<file path="src/rtl/ahb_rr_arbiter_if.sv">
// Bus-control signals shared by the masters, the slaves and the round-robin arbiter.
// The master modport is the arbiter's view; the slave modport is the surrounding bus.
interface ahb_rr_arbiter_if #(
  parameter int NUM_MASTERS = 4,
  parameter int NUM_SLAVES  = 2
);
  localparam int MW = (NUM_MASTERS > 2) ? $clog2(NUM_MASTERS) : 1;
  localparam int SW = (NUM_SLAVES  > 2) ? $clog2(NUM_SLAVES)  : 1;

  logic [NUM_MASTERS-1:0] busreq_i;
  logic                   read_write_i;
  logic [SW-1:0]          slave_id_i;
  logic                   ready_i;
  logic [1:0]             response_i;
  logic [NUM_MASTERS-1:0] split_done_i;

  logic [NUM_MASTERS-1:0] grant_o;
  logic [MW-1:0]          mst_sel_o;
  logic [NUM_SLAVES-1:0]  sel_o;
  logic                   aout_o;
  logic                   dout_o;
  logic [NUM_MASTERS-1:0] split_mask_o;
  logic                   xfer_done_o;
  logic                   error_o;

  modport master (
    input  busreq_i, read_write_i, slave_id_i, ready_i, response_i, split_done_i,
    output grant_o, mst_sel_o, sel_o, aout_o, dout_o, split_mask_o, xfer_done_o, error_o
  );

  modport slave (
    output busreq_i, read_write_i, slave_id_i, ready_i, response_i, split_done_i,
    input  grant_o, mst_sel_o, sel_o, aout_o, dout_o, split_mask_o, xfer_done_o, error_o
  );
endinterface

</file>
<file path="src/rtl/ahb_rr_arbiter.sv">
// Round-robin bus arbiter for N masters and S slaves with SPLIT masking,
// bounded RETRY and bounded wait-state timeout.
module ahb_rr_arbiter #(
  parameter int NUM_MASTERS = 4,
  parameter int NUM_SLAVES  = 2,
  parameter int RETRY_LIMIT = 7,
  parameter int TIMEOUT     = 16
) (
  input  logic             clk,
  input  logic             rst_n,
  ahb_rr_arbiter_if.master bus
);
  localparam int MW  = (NUM_MASTERS > 2) ? $clog2(NUM_MASTERS) : 1;
  localparam int SW  = (NUM_SLAVES  > 2) ? $clog2(NUM_SLAVES)  : 1;
  localparam int WCW = $clog2(TIMEOUT + 1);
  localparam int RCW = $clog2(RETRY_LIMIT + 1);

  typedef enum logic [1:0] {
    S_IDLE  = 2'd0,
    S_GRANT = 2'd1,
    S_XFER  = 2'd2
  } state_e;

  typedef enum logic [1:0] {
    RESP_OKAY  = 2'b00,
    RESP_ERROR = 2'b01,
    RESP_RETRY = 2'b10,
    RESP_SPLIT = 2'b11
  } resp_e;

  state_e                 state_q, state_d;
  logic [MW-1:0]          owner_q, owner_d;
  logic [MW-1:0]          last_owner_q, last_owner_d;
  logic                   rw_q, rw_d;
  logic [SW-1:0]          slave_q, slave_d;
  logic [RCW-1:0]         retry_q, retry_d;
  logic [WCW-1:0]         wait_q, wait_d;
  logic [NUM_MASTERS-1:0] split_mask_q, split_mask_d, split_set;
  logic                   xfer_done_q, xfer_done_d;
  logic                   error_q, error_d;
  logic                   exit_xfer;
  logic [MW:0]            pick;

  // Returns {found, index}: first set bit of elig searching upward from last+1 with wrap.
  // Scanning from the farthest candidate down lets the nearest one overwrite the result.
  function automatic logic [MW:0] rr_pick(input logic [NUM_MASTERS-1:0] elig,
                                          input logic [MW-1:0]          last);
    logic [MW:0] res;
    int          idx;
    res = '0;
    for (int i = NUM_MASTERS; i >= 1; i--) begin
      idx = (int'(last) + i) % NUM_MASTERS;
      if (elig[idx]) res = {1'b1, MW'(idx)};
    end
    return res;
  endfunction

  assign pick = rr_pick(bus.busreq_i & ~split_mask_q, last_owner_q);

  // NOTE: every signal gets its default before the case so no path leaves one unassigned;
  // a missed default here would infer a latch.
  always_comb begin
    state_d      = state_q;
    owner_d      = owner_q;
    last_owner_d = last_owner_q;
    rw_d         = rw_q;
    slave_d      = slave_q;
    retry_d      = retry_q;
    wait_d       = wait_q;
    split_set    = '0;
    xfer_done_d  = 1'b0;
    error_d      = 1'b0;
    exit_xfer    = 1'b0;

    case (state_q)
      S_IDLE: begin
        if (pick[MW]) begin
          owner_d = pick[MW-1:0];
          state_d = S_GRANT;
        end
      end

      S_GRANT: begin
        rw_d    = bus.read_write_i;
        slave_d = bus.slave_id_i;
        if (int'(bus.slave_id_i) >= NUM_SLAVES) begin
          error_d      = 1'b1;
          last_owner_d = owner_q;
          state_d      = S_IDLE;
        end else begin
          retry_d = '0;
          wait_d  = '0;
          state_d = S_XFER;
        end
      end

      S_XFER: begin
        if (!bus.ready_i) begin
          wait_d = wait_q + 1'b1;
          if (wait_q == WCW'(TIMEOUT - 1)) begin
            error_d   = 1'b1;
            exit_xfer = 1'b1;
          end
        end else begin
          case (resp_e'(bus.response_i))
            RESP_OKAY: begin
              xfer_done_d = 1'b1;
              exit_xfer   = 1'b1;
            end
            RESP_ERROR: begin
              error_d   = 1'b1;
              exit_xfer = 1'b1;
            end
            RESP_RETRY: begin
              retry_d = retry_q + 1'b1;
              wait_d  = '0;
              if (retry_q == RCW'(RETRY_LIMIT - 1)) begin
                error_d   = 1'b1;
                exit_xfer = 1'b1;
              end
            end
            RESP_SPLIT: begin
              split_set[owner_q] = 1'b1;
              exit_xfer          = 1'b1;
            end
            default: ;
          endcase
        end
        if (exit_xfer) begin
          state_d      = S_IDLE;
          last_owner_d = owner_q;
        end
      end

      default: state_d = S_IDLE;
    endcase
  end

  // A slave release and a new split for the same master on one edge: the split wins.
  assign split_mask_d = (split_mask_q & ~bus.split_done_i) | split_set;

  // NOTE: sequential state uses non-blocking assignments so every register samples
  // the pre-edge values regardless of statement order.
  always_ff @(posedge clk or negedge rst_n) begin
    if (!rst_n) begin
      state_q      <= S_IDLE;
      owner_q      <= '0;
      last_owner_q <= MW'(NUM_MASTERS - 1);
      rw_q         <= 1'b0;
      slave_q      <= '0;
      retry_q      <= '0;
      wait_q       <= '0;
      split_mask_q <= '0;
      xfer_done_q  <= 1'b0;
      error_q      <= 1'b0;
    end else begin
      state_q      <= state_d;
      owner_q      <= owner_d;
      last_owner_q <= last_owner_d;
      rw_q         <= rw_d;
      slave_q      <= slave_d;
      retry_q      <= retry_d;
      wait_q       <= wait_d;
      split_mask_q <= split_mask_d;
      xfer_done_q  <= xfer_done_d;
      error_q      <= error_d;
    end
  end

  // Moore decode: controls depend only on registered state, so reset clears them at once.
  always_comb begin
    bus.grant_o   = '0;
    bus.mst_sel_o = '0;
    bus.sel_o     = '0;
    bus.aout_o    = 1'b0;
    bus.dout_o    = 1'b0;
    if (state_q != S_IDLE) begin
      bus.grant_o[owner_q] = 1'b1;
      bus.mst_sel_o        = owner_q;
    end
    if (state_q == S_XFER) begin
      bus.sel_o[slave_q] = 1'b1;
      bus.aout_o         = 1'b1;
      bus.dout_o         = rw_q;
    end
  end

  assign bus.split_mask_o = split_mask_q;
  assign bus.xfer_done_o  = xfer_done_q;
  assign bus.error_o      = error_q;

endmodule
</file>
<file path="src/flat_wrapper.sv">
// flat-port wrapper written by rule: the top's interface ports become plain ports
module ahb_rr_arbiter_flat 
#(
  parameter int NUM_MASTERS = 4,
  parameter int NUM_SLAVES  = 2,
  parameter int RETRY_LIMIT = 7,
  parameter int TIMEOUT     = 16
)
  (clk, rst_n, bus_busreq_i, bus_read_write_i, bus_slave_id_i, bus_ready_i, bus_response_i, bus_split_done_i, bus_grant_o, bus_mst_sel_o, bus_sel_o, bus_aout_o, bus_dout_o, bus_split_mask_o, bus_xfer_done_o, bus_error_o);
  ahb_rr_arbiter_if #(.NUM_MASTERS(NUM_MASTERS), .NUM_SLAVES(NUM_SLAVES)) bus_i ();
  input  logic clk;
  input  logic rst_n;
  input wire logic [$bits(bus_i.busreq_i)-1:0] bus_busreq_i;
  input wire logic [$bits(bus_i.read_write_i)-1:0] bus_read_write_i;
  input wire logic [$bits(bus_i.slave_id_i)-1:0] bus_slave_id_i;
  input wire logic [$bits(bus_i.ready_i)-1:0] bus_ready_i;
  input wire logic [$bits(bus_i.response_i)-1:0] bus_response_i;
  input wire logic [$bits(bus_i.split_done_i)-1:0] bus_split_done_i;
  output wire logic [$bits(bus_i.grant_o)-1:0] bus_grant_o;
  output wire logic [$bits(bus_i.mst_sel_o)-1:0] bus_mst_sel_o;
  output wire logic [$bits(bus_i.sel_o)-1:0] bus_sel_o;
  output wire logic [$bits(bus_i.aout_o)-1:0] bus_aout_o;
  output wire logic [$bits(bus_i.dout_o)-1:0] bus_dout_o;
  output wire logic [$bits(bus_i.split_mask_o)-1:0] bus_split_mask_o;
  output wire logic [$bits(bus_i.xfer_done_o)-1:0] bus_xfer_done_o;
  output wire logic [$bits(bus_i.error_o)-1:0] bus_error_o;
  assign bus_i.busreq_i = bus_busreq_i;
  assign bus_i.read_write_i = bus_read_write_i;
  assign bus_i.slave_id_i = bus_slave_id_i;
  assign bus_i.ready_i = bus_ready_i;
  assign bus_i.response_i = bus_response_i;
  assign bus_i.split_done_i = bus_split_done_i;
  assign bus_grant_o = bus_i.grant_o;
  assign bus_mst_sel_o = bus_i.mst_sel_o;
  assign bus_sel_o = bus_i.sel_o;
  assign bus_aout_o = bus_i.aout_o;
  assign bus_dout_o = bus_i.dout_o;
  assign bus_split_mask_o = bus_i.split_mask_o;
  assign bus_xfer_done_o = bus_i.xfer_done_o;
  assign bus_error_o = bus_i.error_o;
  ahb_rr_arbiter #(.NUM_MASTERS(NUM_MASTERS), .NUM_SLAVES(NUM_SLAVES), .RETRY_LIMIT(RETRY_LIMIT), .TIMEOUT(TIMEOUT)) u_core (.clk(clk), .rst_n(rst_n), .bus(bus_i));
endmodule
</file>
<file path="config.mk">
export PLATFORM = sky130hd
export DESIGN_NAME = ahb_rr_arbiter_flat
export DESIGN_NICKNAME = d
export VERILOG_FILES = /design/src/rtl/ahb_rr_arbiter_if.sv /design/src/rtl/ahb_rr_arbiter.sv /design/src/flat_wrapper.sv
export SDC_FILE = /design/constraint.sdc
export NUM_CORES = 1
export LEC_CHECK = 0
export ABC_CLOCK_PERIOD_IN_PS = 2800
export CAP_MARGIN = 20
export CORE_UTILIZATION = 53
export CTS_BUF_LIST = sky130_fd_sc_hd__clkbuf_8 sky130_fd_sc_hd__clkbuf_16
export DETAILED_ROUTE_END_ITERATION = 16
export HOLD_SLACK_MARGIN = 0.08
export PLACE_DENSITY = 0.88
export SYNTH_ARGS = -nofsm -noshare
export SYNTH_HDL_FRONTEND = slang
export SYNTH_SLANG_ARGS = --single-unit
</file>
<file path="constraint.sdc">
create_clock -name clk -period 2.8 [get_ports clk]
set_input_delay 0.28 -clock clk [delete_from_list [all_inputs] [get_ports clk]]
set_output_delay 0.28 -clock clk [all_outputs]
set_load 0.005 [all_outputs]
</file>
# After elaboration in Yosys (flattened, before gate mapping)
# Index checks and enable logic that the tools add are counted.
# classes
n_mux,48
n_addsub,6
eq_ne,12
n_reduce_logical,16
order_cmp,8
n_bitwise,9
# op_table
cell,n
1-bit two-way mux,21
3-bit two-way mux,6
3-bit by 4-bit < comparator with 1-bit output (second input constant),4
4-bit two-way mux,4
5-bit two-way mux,2
5-bit case mux with 2 select lines,1
4-bit bitwise AND,2
1-bit binary-select mux with 2-bit select,4
2-bit two-way mux,4
4-bit NOT,2
2-bit AND reduction,4
2-bit OR reduction,4
2-bit == test (second input constant),3
2-bit case mux with 3 select lines,1
3-bit case mux with 2 select lines,1
5-bit by 1-bit adder with 5-bit output (second input constant),1
5-bit by 4-bit == test with 1-bit output (second input constant),1
2-bit by 1-bit adder with 2-bit output (second input constant),2
2-bit adder (second input constant),2
1-bit bitwise AND (first input constant),4
2-bit by 1-bit == test with 1-bit output (second input constant),2
2-bit logical NOT,2
2-bit by 1-bit != test with 1-bit output (second input constant),2
2-bit != test (second input constant),2
other kinds (15),18
# word_totals
in_bits,15
output_inout_bits,16
elab_cells,109
regBits,22

# Logic depth before layout (Yosys ltp)
# Gate-level depths: netlist of run 1.
# logic_depth
depth_word,12
ltp_mapped,7
mapped_depth_nobuf,7

# Least setup slack after synthesis of run 1
# Ideal clock, no wire load.
# synth_timing
path_kind,register to register
from,register u_core.wait_q[0]
to,register u_core.state_q[1]
required_time_ns,2.675
n_path_buf,0
arrival_time_ns,1.609
setup_ns,0.125
path_slack_ns,1.066
path_stages_with_launch,8
period_less_slack_ns,1.734
cell_sequence,dfrtp_1 ha_1 and3_1 ha_1 nor2_1 a31o_2 a22oi_1 mux2_4
# synth_between
elab_chain_cells,6
# synth_lines
element,line_no,text
start: declaration,ahb_rr_arbiter.sv:37,"logic [WCW-1:0] wait_q, wait_d;"
start signal: assignment,ahb_rr_arbiter.sv:163,wait_q <= wait_d;
5-bit by 4-bit == test with 1-bit output,ahb_rr_arbiter.sv:100,if (wait_q == WCW'(TIMEOUT - 1)) begin
1-bit two-way mux,ahb_rr_arbiter.sv:100,
1-bit two-way mux,ahb_rr_arbiter.sv:98,if (!bus.ready_i) begin
1-bit two-way mux,ahb_rr_arbiter.sv:75,case (state_q)
2-bit by 1-bit != test with 1-bit output (no source line),--,
2-bit AND reduction (no source line),--,
end signal: assignment,ahb_rr_arbiter.sv:157,state_q <= state_d;
end: declaration,ahb_rr_arbiter.sv:31,"state_e state_q, state_d;"
# No other way between the ends. The select of a mux whose other input is x is not followed.
# A chain may end at the register's enable or synchronous reset.

# Final worst setup path of run 1
# layout_timing
from,register u_core.state_q[0]
to,output bus_sel_o[0]
# layout_between
elab_chain_cells,2
# layout_lines
element,line_no,text
2-bit == test,ahb_rr_arbiter.sv:181,if (state_q == S_XFER) begin
2-bit two-way mux,ahb_rr_arbiter.sv:181,
end: declaration,flat_wrapper.sv:21,output wire logic [$bits(bus_i.sel_o)-1:0] bus_sel_o;
# No other way between the ends.

==> results of run 1 <==
synthesized netlist by cell type, drive strengths merged:
library cell and count:
dfrtp 20, inv 16, nand2 14, ha 12, o22ai 9, nor2 8
a21oi 6, mux2 5, nand3 5, nor2b 5, o21ai 5, and2 4
clkbuf 4, nor3b 3, a21o 2, a22oi 2, a31o 2, and3 2
buf 2, dfstp 2, nand2b 2, nor3 2, o32ai 2, a211oi 1
a21boi 1, and2b 1, mux2i 1, nand4 1, nor4 1, nor4bb 1
o221ai 1, o31ai 1, o32a 1, or3b 1, xnor2 1, xor2 1
metrics by stage:
stage,hold slack [ps],instance area (um^2)
CTS,515,1760
floorplan,-15.6,1380
finish,215,1790
detailed placement,496,1700
global placement,490,1700
global route,208,1790
flip-flops by register name, summed over array words and instances, names as in the netlist:
| name | count |
|---|---|
| u_core.bus.split_mask_o | 4 |
| u_core.owner_q | 2 |
| u_core.wait_q | 5 |
| u_core.retry_q | 3 |
| u_core.bus.error_o | 1 |
| u_core.bus.xfer_done_o | 1 |
| u_core.last_owner_q | 2 |
| u_core.slave_q | 1 |
| u_core.state_q | 2 |
| u_core.rw_q | 1 |
how the worst max path moves through the flow:
stage / from / endpoint / slack, ps
after detailed placement: bus_response_i[0] / u_core.state_q[1] / 790
after global routing: u_core.state_q[0] / bus_sel_o[0] / 430
after floorplan: u_core.wait_q[0] / u_core.state_q[1] / 1070
after CTS: u_core.state_q[0] / bus_sel_o[0] / 520
after global placement: bus_response_i[0] / u_core.state_q[1] / 860
final: u_core.state_q[0] / bus_sel_o[0] / 530
routing by layer:
layer  wire (um)  up-vias
met5           0        -
met4          44        0
met3         184        6
met2        1830       48
met1        1390      583
li1            -      576
where the power goes:
part	total, uW	switching (uW)	internal [uW]	leakage (uW)
logic	639	305	334	0.000455
registers	493	87.4	405	0.000286
clock network	233	108	125	0.0000288
logic make-up (layout without fill, tap and decap cells):
| logic type | count (synthesis) | after routing | synth area share (%) |
|---|---|---|---|
| compound gates | 33 | 33 | 15.8 |
| buf+inv | 22 | 53 | 6.19 |
| xor+xnor | 2 | 2 | 1.27 |
| fa+ha+maj | 12 | 12 | 10.9 |
| flops | 22 | 22 | 40.2 |
| simple gates | 50 | 50 | 20.2 |
| mux | 6 | 6 | 5.37 |
layout make-up:
type                       count  area [um^2]
inverter                      16         60.1
tap                           30         37.5
multi-input combinational    103          737
sequential                    22          553
clock buffer                   4         55.1
fill                         173          669
timing repair buffer          33          343
==> flow_summary.json, run 1 <==
{
  "slew_hr_pct": 66.4,
  "die-width_um": 52.9,
  "tritoncts.num_buffers": 3,
  "r2r_slack_ps": 910,
  "detailedRoute.firstPassIterationCount": 4,
  "seq_area_frac_synth_pct": 40.2,
  "io_port_bufs": 30,
  "first_global_vias": 1162,
  "crit_cells": 5,
  "cts_tree": "built",
  "floorplan.core_area_um2": 2450,
  "max_slew.worst_pin.slew_ps": 497,
  "drc": 0,
  "dieArea_um2": 2800,
  "stdcell_count": 208,
  "grt_max_degree": 23,
  "power_density_cells_nw_per_um2": 764,
  "die_h_um": 52.9,
  "detailed_route_wire_length_per_cell_um": 16.6,
  "worst_hold_path_type": "in2async",
  "max-cap-violations": 0,
  "layout_common_cells": "sky130_fd_sc_hd__clkdlybuf4s50_1 (30), sky130_fd_sc_hd__dfrtp_1 (20), sky130_fd_sc_hd__inv_1 (15)",
  "cts.clk_slew.worst_paths_ps": 80,
  "insertedDiodeCount": 0,
  "mostFrequentLayoutCell": "sky130_fd_sc_hd__clkdlybuf4s50_1",
  "first_iter_violations": 51,
  "clock_sinks": 22,
  "max_freq_mhz": 441,
  "finalWorstPathRequiredPeriod_ps": 2270,
  "cell_family_with_the_largest_share_of_critical_path_delay": "buffers and inverters",
  "global_route.usage.total_pct": 26.9,
  "cts_hold_buf": 0,
  "synthToLayoutAreaGrowth_pct": 29.8,
  "clock_latency_reported_for_the_late_side_of_the_worst_skew_pair_ps": 260,
  "final_max_slew_viol_count": 0,
  "fin_ws_ps": 532,
  "place.detailed.instances": 203,
  "crit_arrival_ps": 1990,
  "rr_worst_depth": 7,
  "net_count_synth": 174,
  "cellLeakagePower_uw": 0.000770,
  "crit_type": "reg2out",
  "boundary_pin_count": 31,
  "critPathMaxStageDelay_ps": 510,
  "drt-vias-per-instance": 5.83,
  "global_route.peak_usage_layer": "met2",
  "synth.ff_latch_count": 22,
  "status": "complete, no violations",
  "global_route.usage.met2_pct": 45.8,
  "postCtsSetupBuffers": 0,
  "synth_top_cells_by_area": "sky130_fd_sc_hd__dfrtp_1 (36%), sky130_fd_sc_hd__ha_1 (11%), sky130_fd_sc_hd__inv_1 (4.1%)",
  "final_nets": 206,
  "netlist_instances": 147,
  "summed_negative_setup_slack_over_all_endpoints_ps": 0,
  "synth.cell_area_um2": 1380,
  "path_cells": "inv_1 > ha_1 > inv_2 > nor2_1 > clkdlybuf4s50_1",
  "met3_usage_pct": 3.74,
  "cpMaxStageDelayCell": "sky130_fd_sc_hd__clkdlybuf4s50_1",
  "fin_worst_skew_ps": 2.65,
  "pre_cts_ws_ps": 788,
  "postRouteAntennaNets": 0,
  "critPathBufInv": 3,
  "synth_warnings": 0,
  "finish.utilization_pct": 72.7,
  "finalHoldViolCount": 0,
  "initial_core_utilization_pct": 56.0,
  "rsz_0062_raised_after_global_routing": "false",
  "design_power_total_uw": 1360,
  "cts_max_path_buffers": 2,
  "synth.top_cell.area_share_pct": 36.4,
  "yosys.area.top_type": "sky130_fd_sc_hd__dfrtp_1",
  "grt_util_met1_pct": 35.8,
  "regToRegStartpoint": "u_core.wait_q[0]",
  "ir_drop_mv": 0.679,
  "start_kind": "flip-flop",
  "gp_routability_congestion": 0.815,
  "grt-ovfl-total": 0,
  "endpoint_kind": "output pin",
  "num_rows": 18,
  "htree_levels": 1,
  "vias": 1213,
  "timing.critical_path.fanout_max": 11,
  "critical_path_data_required_time_ps": 2520,
  "drive_above_1_share_pct": 10.1,
  "global_route_wire_length_before_repair_um": 5360,
  "routed_wl_um": 3460,
  "initial_antenna_violation_count": 0,
  "synth_cell_type_count": 40,
  "final-setup-viol-count": 0,
  "final_min_period_over_clock_period_pct": 81.0,
  "rr_endpoint": "u_core.state_q[1]",
  "syn_avg_cell_area_um2": 9.35,
  "post_cts_resized": 0,
  "cts_root_buffer": "sky130_fd_sc_hd__clkbuf_8",
  "detailedPlacementHpwl_um": 2390
}
(Power assumes the default switching activity.)
==> run 2: changes to the inputs <==
Settings changed: ABC_CLOCK_PERIOD_IN_PS 2800 to 2300, CORE_UTILIZATION 53 to 50, PLACE_DENSITY 0.88 to 0.83.
Clock period 2.8 ns to 2.3 ns, I/O delays scaled along.
==> flow_summary.json, run 2 (synthesis results as in run 1) <==
{
  "vias": 1195,
  "wirelength_met1_um": 1430,
  "finish.utilization_pct": 69.4,
  "endpoint_kind": "output pin",
  "final_nets": 206,
  "startpoint": "u_core.state_q[1]",
  "tritoncts.num_buffers": 3,
  "rsz_0062_raised_after_global_routing": "false",
  "cpMaxStageDelayCell": "sky130_fd_sc_hd__clkdlybuf4s50_1",
  "placed_cell_area_um2": 1710,
  "crit_type": "reg2out",
  "insertedDiodeCount": 0,
  "drt-vias-per-instance": 5.75,
  "crit_path_end": "bus_grant_o[2]",
  "fillCellCount": 187,
  "finalWorstPathRequiredPeriod_ps": 2080,
  "fin_worst_skew_ps": 2.33,
  "path_cells": "inv_1 > ha_1 > nor2b_1 > and2_1 > clkdlybuf4s50_1",
  "critPathMaxStageDelay_ps": 500,
  "cts_tree": "built",
  "flip_flop_count_of_the_largest_register_after_layout": 5,
  "postRouteAntennaNets": 0,
  "clock_sinks": 22,
  "initial_antenna_violation_count": 0,
  "num_rows": 18,
  "dieArea_um2": 2960,
  "cts_max_path_buffers": 2,
  "summed_negative_setup_slack_over_all_endpoints_ps": 0,
  "final_max_slew_viol_count": 0,
  "crit_cells": 5,
  "ir_drop_mv": 0.931,
  "first_iter_violations": 28,
  "die_h_um": 54.4,
  "detailed_route_wire_length_per_cell_um": 15.7,
  "floorplan.core_area_um2": 2540,
  "drive_above_1_share_pct": 10.1,
  "pre_cts_ws_ps": 344,
  "ff_latch_area_um2": 553,
  "max_slew.worst_pin.slew_ps": 696,
  "regToRegStartpoint": "u_core.wait_q[0]",
  "status": "complete, no violations",
  "gp_routability_congestion": 0.806,
  "crit_arrival_ps": 1850,
  "mostFrequentLayoutCell": "sky130_fd_sc_hd__clkdlybuf4s50_1",
  "grt_max_degree": 16,
  "detailedRoute.firstPassIterationCount": 4,
  "final-setup-viol-count": 0,
  "postCtsSetupBuffers": 0,
  "max_freq_mhz": 481,
  "global_route.usage.total_pct": 25.4,
  "grt-ovfl-total": 0,
  "start_kind": "flip-flop",
  "critPathBufInv": 2,
  "wl_met3_um": 207,
  "fin_ws_ps": 222,
  "post_cts_resized": 0,
  "layout_common_cells": "sky130_fd_sc_hd__clkdlybuf4s50_1 (30), sky130_fd_sc_hd__dfrtp_1 (20), sky130_fd_sc_hd__inv_1 (15)",
  "cell_family_with_the_largest_share_of_critical_path_delay": "buffers and inverters",
  "top_layer_used": "met4",
  "boundary_pin_count": 31,
  "slew_hr_pct": 53.4,
  "io_port_bufs": 30,
  "cts_hold_buf": 0,
  "drc": 0,
  "timing.critical_path.fanout_max": 8,
  "cellLeakagePower_uw": 0.000762,
  "routed_wl_um": 3260,
  "worst_hold_path_type": "in2async",
  "initial_core_utilization_pct": 54.0,
  "final_min_period_over_clock_period_pct": 90.3,
  "detailedPlacementHpwl_um": 2400,
  "cts_root_buffer": "sky130_fd_sc_hd__clkbuf_8",
  "power_density_cells_nw_per_um2": 932,
  "multiInputGateArea_um2": 737,
  "finalHoldViolCount": 0,
  "global_route_wire_length_before_repair_um": 5280,
  "r2r_slack_ps": 350,
  "htree_levels": 1,
  "design_area_um2": 1770,
  "critical_path_data_required_time_ps": 2070,
  "die-width_um": 54.4,
  "first_global_vias": 1195,
  "rr_endpoint": "u_core.state_q[1]",
  "synthToLayoutAreaGrowth_pct": 28.4,
  "met2WireLength_um": 1550,
  "max_flop_register": "u_core.wait_q",
  "max-cap-violations": 0,
  "clock_latency_reported_for_the_late_side_of_the_worst_skew_pair_ps": 270,
  "rr_worst_depth": 7,
  "cts.clk_slew.worst_paths_ps": 80
}
==> run 2: worst min-delay path by stage <==
stage | to | slack (ps) | depth (start not counted)
3_5_place_dp | u_core.rw_q | 500 | 1
5_1_grt | u_core.bus.xfer_done_o | 420 | 1
2_1_floorplan | u_core.bus.error_o | -70 | 0
4_1_cts | u_core.bus.xfer_done_o | 390 | 1
3_3_place_gp | u_core.rw_q | 490 | 1
6_report | u_core.owner_q[0] | 380 | 1
==> run 2: per-layer routing <==
layer	vias to the layer above	track usage [%]
met5	-	0
met4	0	11.5
met3	9	5.28
met2	51	42.5
met1	563	31.1
li1	572	-
==> run 2: final cells by class <==
type / count / share of cell area [%]
well taps: 30 / 2.13
repair buffers: 33 / 18.3
inverters: 16 / 3.40
multi-input cells: 103 / 41.7
flip-flops and latches: 22 / 31.3
clock buffers: 4 / 3.12
==> run 2: metrics by stage <==
stage               instances  hold slack, ps  power (uW)
detailed placement        204             500        1360
finish                    208             375        1650
global route              208             423        1750
CTS                       208             391        1650
global placement          204             491        1310
floorplan                 147           -65.6        1030
==> run 2: power by group <==
| part | internal (uW) | total, uW | switching, uW |
|---|---|---|---|
| clock | 153 | 289 | 136 |
| combinational | 405 | 767 | 362 |
| sequential | 493 | 590 | 96.4 |
